### src/rtl/lease_buffer_reader.sv
// Drains sampler lease records from the buffer and streams them out as 32-bit words.
// Define LEASE_READER_TARGET_EN to append the target word (5 words/record instead of 4).
module lease_buffer_reader #(
    parameter int unsigned N_RECORD_MAX = 8192
) (
    input  logic        clock_i,
    input  logic        reset_i,
    input  logic        start_i,
    input  logic        full_i,
    input  logic [31:0] used_i,
    output logic [12:0] buf_add_o,
    input  logic [31:0] buf_pc_i,
    input  logic [31:0] buf_interval_i,
    input  logic [63:0] buf_trace_i,
    input  logic [31:0] buf_target_i,
    output logic [31:0] word_o,
    output logic        word_valid_o,
    input  logic        word_ready_i,
    output logic        clear_o,
    output logic        busy_o,
    output logic [31:0] records_sent_o
);

    localparam int unsigned ADDR_W  = 13;
    localparam int unsigned DATA_W  = 32;
    localparam int unsigned TRACE_W = 64;
    localparam int unsigned SEL_W   = 3;
`ifdef LEASE_READER_TARGET_EN
    localparam int unsigned WORDS   = 5;
`else
    localparam int unsigned WORDS   = 4;
`endif
    localparam logic [SEL_W-1:0]  LAST_SEL = SEL_W'(WORDS - 1);
    localparam logic [DATA_W-1:0] N_MAX    = DATA_W'(N_RECORD_MAX);

    typedef enum logic [2:0] {
        IDLE  = 3'd0,
        ADDR  = 3'd1,
        WAIT  = 3'd2,
        LOAD  = 3'd3,
        SEND  = 3'd4,
        CLEAR = 3'd5
    } state_t;

    state_t state_q, state_d;

    logic [DATA_W-1:0]  n_q, index_q;
    logic [DATA_W-1:0]  n_cap_c, index_inc_c;
    logic [SEL_W-1:0]   word_sel_q, sel_inc_c;
    logic [DATA_W-1:0]  hold_interval_q, hold_target_q;
    logic [TRACE_W-1:0] hold_trace_q;
    logic [DATA_W-1:0]  word_next_c;
    logic               go_c, xfer_c, last_c;

    // State register
    always_ff @(posedge clock_i or posedge reset_i) begin
        if (reset_i) state_q <= IDLE;
        else         state_q <= state_d;
    end

    // Next-state logic and per-cycle strobes
    always_comb begin
        state_d     = state_q;
        go_c        = 1'b0;
        xfer_c      = 1'b0;
        last_c      = 1'b0;
        n_cap_c     = (used_i > N_MAX) ? N_MAX : used_i;
        index_inc_c = index_q + DATA_W'(1);
        sel_inc_c   = word_sel_q + SEL_W'(1);

        case (sel_inc_c)
            SEL_W'(1): word_next_c = hold_interval_q;
            SEL_W'(2): word_next_c = hold_trace_q[31:0];
            SEL_W'(3): word_next_c = hold_trace_q[63:32];
            default:   word_next_c = hold_target_q;
        endcase

        case (state_q)
            IDLE: begin
                if (start_i || full_i) begin
                    go_c    = 1'b1;
                    state_d = (n_cap_c == '0) ? CLEAR : ADDR;
                end
            end
            ADDR: state_d = WAIT;
            WAIT: state_d = LOAD;
            LOAD: state_d = SEND;
            SEND: begin
                if (word_ready_i) begin
                    xfer_c = 1'b1;
                    if (word_sel_q == LAST_SEL) begin
                        last_c  = 1'b1;
                        state_d = (index_inc_c < n_q) ? ADDR : CLEAR;
                    end
                end
            end
            CLEAR:   state_d = IDLE;
            default: state_d = IDLE;
        endcase
    end

    // Datapath and registered outputs; clear_o follows the CLEAR state by one cycle
    always_ff @(posedge clock_i or posedge reset_i) begin
        if (reset_i) begin
            n_q             <= '0;
            index_q         <= '0;
            word_sel_q      <= '0;
            hold_interval_q <= '0;
            hold_trace_q    <= '0;
            hold_target_q   <= '0;
            buf_add_o       <= '0;
            word_o          <= '0;
            word_valid_o    <= 1'b0;
            clear_o         <= 1'b0;
            busy_o          <= 1'b0;
            records_sent_o  <= '0;
        end else begin
            clear_o <= (state_q == CLEAR);
            busy_o  <= (state_d != IDLE);

            if (go_c) begin
                n_q     <= n_cap_c;
                index_q <= '0;
            end

            // Address is presented for the whole ADDR cycle and held afterwards
            if (state_d == ADDR) begin
                buf_add_o <= (state_q == IDLE) ? ADDR_W'(0) : index_inc_c[ADDR_W-1:0];
            end

            if (state_q == LOAD) begin
                hold_interval_q <= buf_interval_i;
                hold_trace_q    <= buf_trace_i;
                hold_target_q   <= buf_target_i;
                word_o          <= buf_pc_i;
                word_valid_o    <= 1'b1;
                word_sel_q      <= '0;
            end

            if (xfer_c) begin
                if (last_c) begin
                    word_valid_o   <= 1'b0;
                    records_sent_o <= records_sent_o + DATA_W'(1);
                    index_q        <= index_inc_c;
                end else begin
                    word_sel_q <= sel_inc_c;
                    word_o     <= word_next_c;
                end
            end
        end
    end

endmodule

### config.mk
export PLATFORM = sky130hd
export DESIGN_NAME = lease_buffer_reader
export DESIGN_NICKNAME = d
export VERILOG_FILES = /design/src/rtl/lease_buffer_reader.sv
export SDC_FILE = /design/constraint.sdc
export NUM_CORES = 1
export LEC_CHECK = 0
export ABC_AREA = 1
export CAP_MARGIN = 5
export CELL_PAD_IN_SITES_DETAIL_PLACEMENT = 1
export CELL_PAD_IN_SITES_GLOBAL_PLACEMENT = 2
export CORE_MARGIN = 2
export CORE_UTILIZATION = 27
export DETAILED_ROUTE_END_ITERATION = 8
export PLACE_DENSITY_LB_ADDON = 0.1
export SKIP_CTS_REPAIR_TIMING = 1
export SLEW_MARGIN = 20
export SYNTH_ARGS = -nofsm -noshare
export SYNTH_HDL_FRONTEND = slang
export SYNTH_SLANG_ARGS = --single-unit
### constraint.sdc
create_clock -name clock_i -period 9.35 [get_ports clock_i]
set_clock_uncertainty 0.2 [all_clocks]
set_input_delay 1.87 -clock clock_i [delete_from_list [all_inputs] [get_ports clock_i]]
set_output_delay 1.87 -clock clock_i [all_outputs]
set_load 0.01 [all_outputs]
# Word-level counts from Yosys, hierarchy flattened
# Index checks and enable logic that the tools add are counted.
# Widths: inputs -> output; s select.
dict set report classes {
  n_eq_ne 10
  n_addsub 3
  n_lt_le_gt_ge 2
  n_reduce_logical 5
  mux 28
}
# operator count
set ops {}
lappend ops {{$mux 32} 7}
lappend ops {{$pmux 32 s3} 1}
lappend ops {{$add 32x1->32 const B} 2}
lappend ops {{$gt 32x14->1 const B} 1}
lappend ops {{$logic_not 32->1} 1}
lappend ops {{$lt 32x32->1} 1}
lappend ops {{$mux 3} 8}
lappend ops {{$eq 3x2->1 const B} 5}
lappend ops {{$pmux 3 s5} 1}
lappend ops {{$mux 13} 1}
lappend ops {{$mux 1} 10}
lappend ops {{$eq 3x1->1 const B} 3}
lappend ops {{$eq 3x3->1 const B} 2}
lappend ops {{$add 3x1->3 const B} 1}
lappend ops {{$logic_not 3->1} 1}
lappend ops {{$reduce_bool 3->1} 1}
lappend ops {{$reduce_and 2->1} 1}
lappend ops {{$logic_or 1x1->1} 1}
dict set report word_totals {
  elab_cells 61
  reg_bits 278
  in_bits 197
}

# Depth between registers and ports, before layout
# Gate-level depths: netlist of run 1.
dict set report depth {
  depth_word 7
  mapped_depth 24
  mapped_depth_nobuf 23
}

# Worst setup path before layout of run 1
# No wires, ideal clock.
dict set report synth_timing {
  path_type {input to register}
  from {input used_i[11]}
  to {register buf_add_o[2]}
  path_stages 12
  setup_time_ns 0.117
  required_ns 9.033
  path_slack_ns 5.926
  arrival_time_ns 3.107
  path_buffers 1
  path_cell_list {or2_2 nor2_1 nand2_1 nand2_1 nand2_1 a21oi_1 nor2_1 nand3_1 nand4_2 buf_4 nand2_1 nand2_1}
}
dict set report synth_via {
  elab_chain_cells 7
}
# item line
set synth_lines {}
lappend synth_lines {{start, declared} 10} ;# input logic [31:0] used_i,
lappend synth_lines {{$gt 32x14->1} 67} ;# n_cap_c = (used_i > N_MAX) ? N_MAX : used_i;
lappend synth_lines {{$mux 32 (*)} 67}
lappend synth_lines {{$logic_not 32->1 (*)} 82} ;# state_d = (n_cap_c == '0) ? CLEAR : ADDR;
lappend synth_lines {{$mux 3 (*)} 82}
lappend synth_lines {{$mux 3 (*)} 80} ;# if (start_i || full_i) begin
lappend synth_lines {{$pmux 3 s5 (*)} 78} ;# case (state_q)
lappend synth_lines {{$eq 3x1->1 (*)} 127} ;# if (state_d == ADDR) begin
lappend synth_lines {{end signal, assigned} 128} ;# buf_add_o <= (state_q == IDLE) ? ADDR_W'(0) : index_inc_c[ADDR_W-1:0];
lappend synth_lines {{end, declared} 11} ;# output logic [12:0] buf_add_o,
# Every way passes the cells marked *; elsewhere a longest branch is shown, timed or not.
# A chain may end at the register's enable or synchronous reset.

# Worst setup path in the final report of run 1
dict set report layout_timing {
  from {input full_i}
  to {register buf_add_o[12]}
}
dict set report layout_via {
  elab_chain_cells 4
}
# item line
set layout_lines {}
lappend layout_lines {{start, declared} 9} ;# input logic full_i,
lappend layout_lines {{$logic_or 1x1->1} 80}
lappend layout_lines {{$mux 3} 80}
lappend layout_lines {{$pmux 3 s5} 78}
lappend layout_lines {{$eq 3x1->1} 127}
# Every way passes these cells.

==> impl_results.md, run 1 <==
* Final worst setup slack at 4.858 ns
* Post-Synthesis Net Count at 1868
* Pwr/cell area at 259.2 mW/mm^2
* CTS max path bufs at 3
* Area grow syn2layout at 33.64%
* Pre-CTS setup slack at 4.237 ns
* Gr usage total at 17.73%
* Htree depth at 2
* Maximum vdd drop at 0.1246 mV
* Layout cells sized above 1 at 5.654%
* Initial core utilization at 27.20%
* Max Cap Viol at 0
* Syn Area/Cell at 8.306 sq um
* # IOs at 277
* Final Slew Violations at 0
* Share of the synthesized area in the top cell type at 51.29%
* Crit. End Element: flop
* Sequential-to-total area share from yosys stat at 51.29%
* Clock slew at the register clock pins of the worst setup and hold paths at 0.05 ns
* DRC viols at 0
* Initial antenna violation count at 14
* HP Class: reg2reg
* Placement row count at 82
* # port buffers at 276
* Status: complete, no violations
* Die width at 228.1 um
* Setup-failing EPs final at 0
* Largest net degree at the start of global routing at 147
* Register Area at 0.006957 sq mm
* WHS at 0.2665 ns
* Kind of critical path: in2reg
* Clk pwr share at 28.3%
* Ys Warns at 0
* Clock latency on the worst-skew pair at 0.54 ns
* CP Max Fanout at 41
* Initial drt markers at 564
* CTS buffer count at 37
* Fmax at 0.2226 GHz
* P_sw at 1.737 mW
* Final Hold Viols at 0
* First-pass GRT wire length at 73150 um
* Post-Layout Inst Area at 0.01813 sq mm
* Required @ worst endpoint at 9.56 ns
* Vias per cell at 4.522
* RSZ-0062 raised after global routing: false
* Area of the multi-input gates at 0.005552 sq mm
* Fin nets at 2124
* First-pass iteration count of the detailed router at 4
* Internal at 2.961 mW
* Final worst path period share at 48.05%
* CTS tree: yes
* Die H at 228.1 um
* Setup TNS at 0 ns
* Post-route ant nets at 0
* Sink Count at 278
* Post-synthesis cell area at 0.01356 sq mm
* Detailed-route via count at 11690
* Total power at 4.698 mW
* Routed Wire Length at 45740 um
* Cells after synthesis at 1633
* Synth Register Bits at 278
* Leakage at 8.596 nW
* Die Footprint at 0.05204 sq mm
* Top cells by count, synth: nand2_1 (532), dfrtp_1 (278), inv_1 (206)
* Number of global-route vias before repair at 12490
* Comb pwr share at 33.9%
* Top cells by area, synth: dfrtp_1 (51%), nand2_1 (15%), inv_1 (5.7%)
* Post-DP HPWL at 32450 um
* Startpoint Class: input port
* Synth async-reset ratio at 100.0%
* Core area at 0.04986 sq mm
* Actual slew at the worst max-slew pin at 1.033 ns
* Leading area contributor after synthesis: dfrtp_1
* Clock Root Buffer: clkbuf_16
* Number of fill cells at 5893
* Fin crit period at 4.492 ns
* Switching Fraction at 36.97%
* WP data arrival at 4.70 ns
* Relative slew slack at 31.12%
* Routability cong. at 0.7560
* Unique masters post-synth at 44
* Placed Area at 0.01700 sq mm
* Ys flop type: dfrtp_1
* Top-count cell post-synth: nand2_1
* Flop pwr share at 37.8%
* GRT overflow at 0
* Post-synth EDFFs at 0
* DR WL/cell at 17.69 um
[metal layers]
layer | wire (um) | up-vias | GRT usage [%]
met5 | 115 | - | 0
met4 | 702 | 18 | 3.881
met3 | 2782 | 65 | 5.163
met2 | 20970 | 200 | 28.48
met1 | 21180 | 5650 | 23.64
li1 | - | 5761 | -
[layout make-up]
| cell class | count | share of cell area [%] |
|---|---|---|
| flip-flops and latches | 278 | 38.38 |
| multi-input cells | 1073 | 30.63 |
| repair buffers | 286 | 15.72 |
| clock buffers | 53 | 5.881 |
| well taps | 672 | 4.639 |
| inverters | 213 | 4.438 |
| clock inverters | 7 | 0.2554 |
| diodes | 4 | 0.05522 |
[cell usage in the layout (no fill, tap or decap), types with 38 or more instances in the layout]
| master | count |
|---|---|
| a21oi_1 | 63 |
| clkdlybuf4s50_1 | 276 |
| dfrtp_1 | 278 |
| ha_1 | 38 |
| inv_1 | 203 |
| nand2_1 | 531 |
| nor2_1 | 86 |
| o21ai_0 | 85 |
| o22ai_1 | 38 |
| xor2_1 | 39 |
[cells by family (layout without fill, tap and decap cells)]
logic type | Yosys count | count (layout) | synth area share [%]
and+or+nand+nor | 742 | 742 | 23.37
buffers and inverters | 282 | 559 | 7.897
DFF | 278 | 278 | 51.29
AOI/OAI and AO/OA | 245 | 245 | 10.84
xor gates and xnor gates | 48 | 48 | 3.100
adders and majority gates | 38 | 38 | 3.506
other | 0 | 4 | 0
[power by group through the flow]
stage / clock network [mW] / registers (mW) / logic (mW)
after floorplan: 0 / 1.78 / 0.943
after global placement: 0 / 1.78 / 1.61
after detailed placement: 0 / 1.79 / 1.64
after CTS: 1.38 / 1.78 / 1.64
after global routing: 1.43 / 1.82 / 1.82
final: 1.33 / 1.77 / 1.59
[state kept, by name, indices dropped and copies added (netlist names)]
name             cells
word_sel_q           3
hold_target_q       32
buf_add_o           13
state_q              3
index_q             32
hold_trace_q        64
word_valid_o         1
clear_o              1
records_sent_o      32
hold_interval_q     32
n_q                 32
word_o              32
busy_o               1
[critical path: stages]
cell and delay (ns):
clkdlybuf4s50_1 0.51, nor2_1 0.08, nor2_4 0.46, inv_2 0.30
nand2_2 0.73, nand4_2 0.48, nand2_1 0.17, nand2_1 0.06
[worst paths after layout]
| kind | start | endpoint | slack [ns] | cells past startpoint |
|---|---|---|---|---|
| min in group asynchronous | reset_i | hold_interval_q[28] | 1.68 | 3 |
| hold / removal | n_q[26] | n_q[26] | 0.27 | 2 |
| setup / recovery | full_i | buf_add_o[12] | 4.86 | 8 |
| hold reg to reg | n_q[26] | n_q[26] | 0.27 | 2 |
| max in group asynchronous | reset_i | hold_interval_q[3] | 5.75 | 4 |
| setup reg to reg | index_q[0] | buf_add_o[3] | 4.98 | 21 |
[through the flow]
step	utilization (%)	std cells
2_1_floorplan	-	1633
3_3_place_gp	34.10	2522
3_5_place_dp	34.10	2522
4_1_cts	36.33	2582
5_1_grt	36.33	2582
6_report	36.35	2586
Power figures use the tool's default switching activity.
==> run 2, diff against run 1 <==
--- a/config.mk
+++ b/config.mk
@@ -10,7 +10,7 @@
 export CELL_PAD_IN_SITES_DETAIL_PLACEMENT = 1
 export CELL_PAD_IN_SITES_GLOBAL_PLACEMENT = 2
 export CORE_MARGIN = 2
-export CORE_UTILIZATION = 27
+export CORE_UTILIZATION = 30
 export DETAILED_ROUTE_END_ITERATION = 8
 export PLACE_DENSITY_LB_ADDON = 0.1
 export SKIP_CTS_REPAIR_TIMING = 1
==> constraint.sdc (replaced) <==
create_clock -name clock_i -period 4.5 [get_ports clock_i]
set_clock_uncertainty 0.2 [all_clocks]
set_input_delay 0.9 -clock clock_i [delete_from_list [all_inputs] [get_ports clock_i]]
set_output_delay 0.9 -clock clock_i [all_outputs]
set_load 0.01 [all_outputs]
==> run 2 against run 1 <==
Compared with the run above: design area increased by 0.67%; worst hold slack about the same; die area decreased by 9.8%; first-iteration DRC count decreased by 2.0%; critical path depth increased by 13; largest cell class unchanged; highest routed layer unchanged.
==> impl_results.md, run 2 (synthesis gave the netlist of run 1 again) <==
* Status: complete, no violations
* Max FFs per register at 64 (unchanged)
* Leakage at 8.720 nW (+1.4%)
* RSZ-0062 raised after global routing: false
* Number of global-route vias before repair at 12790 (+2.4%)
* Routing usage on met3 at 4.660% (-0.50 points)
* Startpoint Class: flop
* Actual slew at the worst max-slew pin at 1.047 ns (+0.01397 ns)
* Final Slew Violations at 0 (unchanged)
* Register Area at 0.006957 sq mm (unchanged)
* Reg-to-reg setup timing slack at 0.69 ns (-4.29 ns)
* Relative slew slack at 30.19% (-0.93 points)
* Clock Root Buffer: clkbuf_16
* Worst r2r src: index_q[2]
* Fin nets at 2131 (+0.33%)
* Sink Count at 278 (unchanged)
* Pwr/cell area at 550.0 mW/mm^2 (+110%)
* Die H at 216.6 um (-5.0%)
* Most common cell after layout, fill and taps aside: nand2_1
* Maximum vdd drop at 0.3674 mV (+190%)
* Final worst path period share at 84.66%
* Layout cells sized above 1 at 6.556% (+0.90 points)
* DRC viols at 0 (unchanged)
* Die width at 216.6 um (-5.0%)
* Grt met2 use at 31.58% (+3.1 points)
* CTS max path bufs at 3 (unchanged)
* Post-Layout Inst Area at 0.01825 sq mm (+0.67%)
* Core area at 0.04441 sq mm (-11%)
* Kind of critical path: reg2reg
* Post-DP HPWL at 32020 um (-1.3%)
* Top Usage Layer GRT: met2
* Post-route ant nets at 0 (unchanged)
* Area grow syn2layout at 34.54%
* Detailed-route via count at 11800 (+0.94%)
* Die Footprint at 0.04693 sq mm (-9.8%)
* Initial drt markers at 553 (-2.0%)
* Hold Path Cell Cnt at 2 (unchanged)
* # IOs at 277 (unchanged)
* Clock latency on the worst-skew pair at 0.55 ns (about the same)
* Htree depth at 2 (unchanged)
* Initial antenna violation count at 9 (-5)
* Largest net degree at the start of global routing at 213 (+45%)
* Clock slew at the register clock pins of the worst setup and hold paths at 0.06 ns (about the same)
* GR met1 Demand/Resource at 25.84% (+2.2 points)
* Hold Crit Start: n_q[26]
* Required @ worst endpoint at 4.72 ns (-4.84 ns)
* Pre-CTS setup slack at 0.2977 ns (-3.940 ns)
* Max Cap Viol at 0 (unchanged)
* First-pass iteration count of the detailed router at 5 (+1)
* WP data arrival at 4.03 ns (-0.67 ns)
* Initial core utilization at 30.54% (+3.3 points)
* HP Class: reg2reg
* Worst R2R Path Depth at 21 (unchanged)
* Number of fill cells at 5251 (-11%)
* Area of the multi-input gates at 0.005553 sq mm (about the same)
* Most frequent cells in the layout: nand2_1 (532), dfrtp_1 (278), clkdlybuf4s50_1 (276)
* Final worst setup slack at 0.6904 ns (-4.167 ns)
* Vias per cell at 4.690 (+3.7%)
* Crit. End Element: flop
* CTS tree: yes
* Routed Wire Length at 44600 um (-2.5%)
* Fin crit period at 3.810 ns
* CTS buffer count at 35 (-5.4%)
* DR WL/cell at 17.72 um (+0.16%)
* First-pass GRT wire length at 71700 um (-2.0%)
* Most flops, register: hold_trace_q
* CP Max Fanout at 13 (-68%)
* Placement row count at 77 (-6.1%)
* Routability cong. at 0.7696 (+1.8%)
* Hold Path End: n_q[26]
* Final Hold Viols at 0 (unchanged)
* Setup-failing EPs final at 0 (unchanged)
* Placed Area at 0.01701 sq mm (about the same)
* GRT overflow at 0 (unchanged)
* # port buffers at 276 (unchanged)
* Gr usage total at 19.33% (+1.6 points)
* Fmax at 0.2625 GHz
* RR Endpoint: buf_add_o[7]
run 2: final cells by class:
type / instances / area share (%)
Sequential cell: 278 / 38.12
Multi-Input combinational cell: 1073 / 30.43
Timing Repair Buffer: 295 / 16.20
Clock buffer: 50 / 5.883
Inverter: 213 / 4.416
Tap cell: 592 / 4.059
Clock inverter: 13 / 0.8502
Antenna cell: 3 / 0.04114
run 2: critical path: stages, from the launching register on:
cell and delay (ns):
dfrtp_1 0.41, inv_2 0.07, nor3_4 0.28, nand2_4 0.12, nor2_8 0.13, nand2_1 0.08, nor2_2 0.20, nand2_1 0.12
nor2_1 0.16, xor2_1 0.21, inv_1 0.06, ha_1 0.29, a21oi_1 0.13, nor2_1 0.06, nor3_1 0.15, nand2_1 0.07
nor2_1 0.11, nand2_1 0.09, nand2_1 0.12, nand4_2 0.37, nand2_1 0.18, nand2_1 0.07
run 2: through the flow:
step	power [mW]	setup TNS (ns)	std cells	utilization, %	hold slack (ns)
final	10.04	0	2517	41.09	0.2663
after global routing	10.78	0	2516	41.08	0.2825
after CTS	10.23	0	2514	41.06	0.2709
after detailed placement	7.156	0	2451	38.29	0.2551
after global placement	7.068	0	2451	38.29	0.2492
after floorplan	5.654	-77.66	1633	-	0.2361
run 2: how the worst max path moves through the flow:
stage | startpoint | to | slack [ns] | cells after the start
after floorplan | reset_i | buf_add_o[0] | -0.28 | 1
after CTS | index_q[2] | buf_add_o[2] | 0.29 | 21
after global placement | index_q[2] | buf_add_o[7] | 0.41 | 21
final | index_q[2] | buf_add_o[7] | 0.69 | 21
after detailed placement | index_q[2] | buf_add_o[2] | 0.30 | 21
after global routing | index_q[2] | buf_add_o[9] | 0.21 | 21
run 2: power by group:
part	leakage, nW	internal [mW]	switching (mW)
clock	0.617	1.83	1.15
combinational	4.52	1.27	2.11
sequential	3.58	3.29	0.380
total	8.72	6.40	3.64
run 2: metal layers:
layer	vias to the layer above	share of wire [%]
met5	-	0.14
met4	10	1.7
met3	57	4.9
met2	196	46
met1	5764	47
li1	5777	-
==> run 3, diff against run 2 <==
==> constraint.sdc (replaced) <==
create_clock -name clock_i -period 3.7 [get_ports clock_i]
set_clock_uncertainty 0.2 [all_clocks]
set_input_delay 0.74 -clock clock_i [delete_from_list [all_inputs] [get_ports clock_i]]
set_output_delay 0.74 -clock clock_i [all_outputs]
set_load 0.01 [all_outputs]
==> run 3 against run 2 <==
Compared with the run above: global-route usage decreased by 0.36 points; core utilization increased by 0.51 points; sequential power increased by 22%; clock power increased by 17%; register-to-register slack got worse by 0.52 ns; die area unchanged; worst hold slack about the same; via count increased by 0.59%; non-clock buffer count increased by 16; worst setup slack got worse by 0.52 ns; total power increased by 21%; largest cell class unchanged.
==> impl_results.md, run 3 (synthesis gave the netlist of run 1 again) <==
* DR WL/cell at 17.70 um (-0.12%)
* CTS max path bufs at 3 (unchanged)
* Startpoint Class: flop
* WP data arrival at 3.75 ns (-0.28 ns)
* Final Hold Viols at 0 (unchanged)
* Post-DP HPWL at 31890 um (-0.39%)
* Sink Count at 278 (unchanged)
* Most frequent cells in the layout: nand2_1 (525), dfrtp_1 (278), clkdlybuf4s50_1 (276)
* Clock latency on the worst-skew pair at 0.55 ns (about the same)
* Htree depth at 2 (unchanged)
* Status: complete, no violations
* Placement row count at 77 (unchanged)
* Initial core utilization at 30.54% (unchanged)
* CTS buffer count at 35 (unchanged)
* Initial antenna violation count at 1 (-8)
* Layout cells sized above 1 at 8.209% (+1.7 points)
* Post-Layout Inst Area at 0.01848 sq mm (+1.2%)
* Placed Area at 0.01706 sq mm (+0.29%)
* Initial drt markers at 621 (+12%)
* Fin nets at 2148 (+0.80%)
* Clock slew at the register clock pins of the worst setup and hold paths at 0.06 ns (about the same)
* Setup-failing EPs final at 0 (unchanged)
* Relative slew slack at 34.39% (+4.2 points)
* Post-route ant nets at 0 (unchanged)
* Leakage at 8.816 nW (+1.1%)
* CTS tree: yes
* Die H at 216.6 um (unchanged)
* Required @ worst endpoint at 3.92 ns (-0.80 ns)
* Number of global-route vias before repair at 12500 (-2.2%)
* Post-route core utilization at 41.60% (+0.51 points)
* HP Class: reg2reg
* Actual slew at the worst max-slew pin at 0.9842 ns (-0.06288 ns)
* Largest net degree at the start of global routing at 213 (unchanged)
* Detailed-route via count at 11870 (+0.59%)
* Die width at 216.6 um (unchanged)
* Number of fill cells at 5243 (-0.15%)
* CP Max Fanout at 6 (-7)
* Fin crit period at 3.526 ns (-0.2837 ns)
* Die Footprint at 0.04693 sq mm (unchanged)
* First-pass GRT wire length at 70440 um (-1.8%)
* Maximum vdd drop at 0.4643 mV (+26%)
* Max Cap Viol at 0 (unchanged)
* Fmax at 0.2836 GHz (+8.0%)
* Crit. End Element: flop
* Clock Root Buffer: clkbuf_16
* GRT overflow at 0 (unchanged)
* Final Slew Violations at 0 (unchanged)
* DRC viols at 0 (unchanged)
* Routed Wire Length at 44760 um (+0.36%)
* Vias per cell at 4.695 (+0.12%)
* Reg-to-reg setup timing slack at 0.17 ns (-0.52 ns)
* First-pass iteration count of the detailed router at 5 (unchanged)
* Area grow syn2layout at 36.22%
* N_diodes at 0 (-3)
* Routability cong. at 0.8050 (+4.6%)
* Most common cell after layout, fill and taps aside: nand2_1
* Gr usage total at 18.97% (-0.36 points)
* # port buffers at 276 (unchanged)
* Max FFs per register at 64 (unchanged)
* # IOs at 277 (unchanged)
* Final worst path period share at 95.29% (+11 points)
* Setup TNS at 0 ns (unchanged)
* Pwr/cell area at 658.7 mW/mm^2 (+20%)
* Core area at 0.04441 sq mm (unchanged)
* Total power at 12.17 mW (+21%)
* Most flops, register: hold_trace_q
* Kind of critical path: reg2reg
-- run 3: changes by cell type in the layout (fill, tap and decap cells not counted), moves of 3 or more --
cell      delta
buf_4       +14
clkbuf_1     +5
clkbuf_8     -9
diode_2      -3
inv_1        -3
inv_2        +3
nand2_1      -7
nand2_2      +6
nor2_1       -6
nor2_2       +3
nor2_4       +3
-- run 3: layer usage --
metal	vias up	share of wire [%]	GRT usage (%)	wire (um)
li1	5810	-	-	-
met1	5809	48	26.39	21340
met2	211	47	30.77	20980
met3	42	3.9	3.172	1746
met4	2	1.5	4.566	677
met5	-	0.029	0	13
-- run 3: final cells by class --
class	count	area, sq um	share of cell area, %
Clock buffer	46	968.4	5.242
Tap cell	592	740.7	4.009
Sequential cell	278	6957	37.65
Multi-Input combinational cell	1074	5722	30.97
Timing Repair Buffer	311	3092	16.73
Inverter	213	805.8	4.361
Clock inverter	15	190.2	1.029
-- run 3: critical path: stages, from the launching register on --
cell     delay, ns
dfrtp_1       0.41
nand2_2       0.10
nor3_4        0.20
nand2_4       0.10
nor2_8        0.13
nand2_2       0.06
nor2_2        0.14
nand2_2       0.10
nor2_4        0.11
nand2_1       0.10
xor2_2        0.18
inv_1         0.06
ha_1          0.30
nand2_1       0.09
nor2_2        0.13
nand4_1       0.19
a21oi_2       0.20
nor2_2        0.07
nand2_2       0.12
a21oi_4       0.08
buf_4         0.20
nand4_1       0.07
nand2_1       0.06
-- run 3: worst paths after layout --
kind	cells past startpoint	end	start
min reg2reg	2	n_q[16]	n_q[16]
max in group asynchronous	3	hold_interval_q[12]	reset_i
max reg2reg	22	buf_add_o[3]	index_q[5]
min in group asynchronous	2	word_o[22]	reset_i
min	2	n_q[16]	n_q[16]
max	22	buf_add_o[3]	index_q[5]
-- run 3: per-stage QoR --
step,hold slack (ns),setup WS [ns],instances
after floorplan,0.2361,-0.9193,1633
after global placement,0.2499,0.02115,2456
after detailed placement,0.2542,-0.06941,2456
after CTS,0.2702,-0.1002,2517
after global routing,0.2877,-0.1040,2529
final,0.2660,0.1741,2529
-- run 3: where the power goes --
part / total, mW / leakage, nW / switching [mW] / internal, mW
clock: 3.49 / 0.577 / 1.37 / 2.13
combinational: 4.19 / 4.66 / 2.58 / 1.61
sequential: 4.49 / 3.58 / 0.481 / 4.01
total: 12.2 / 8.82 / 4.43 / 7.74
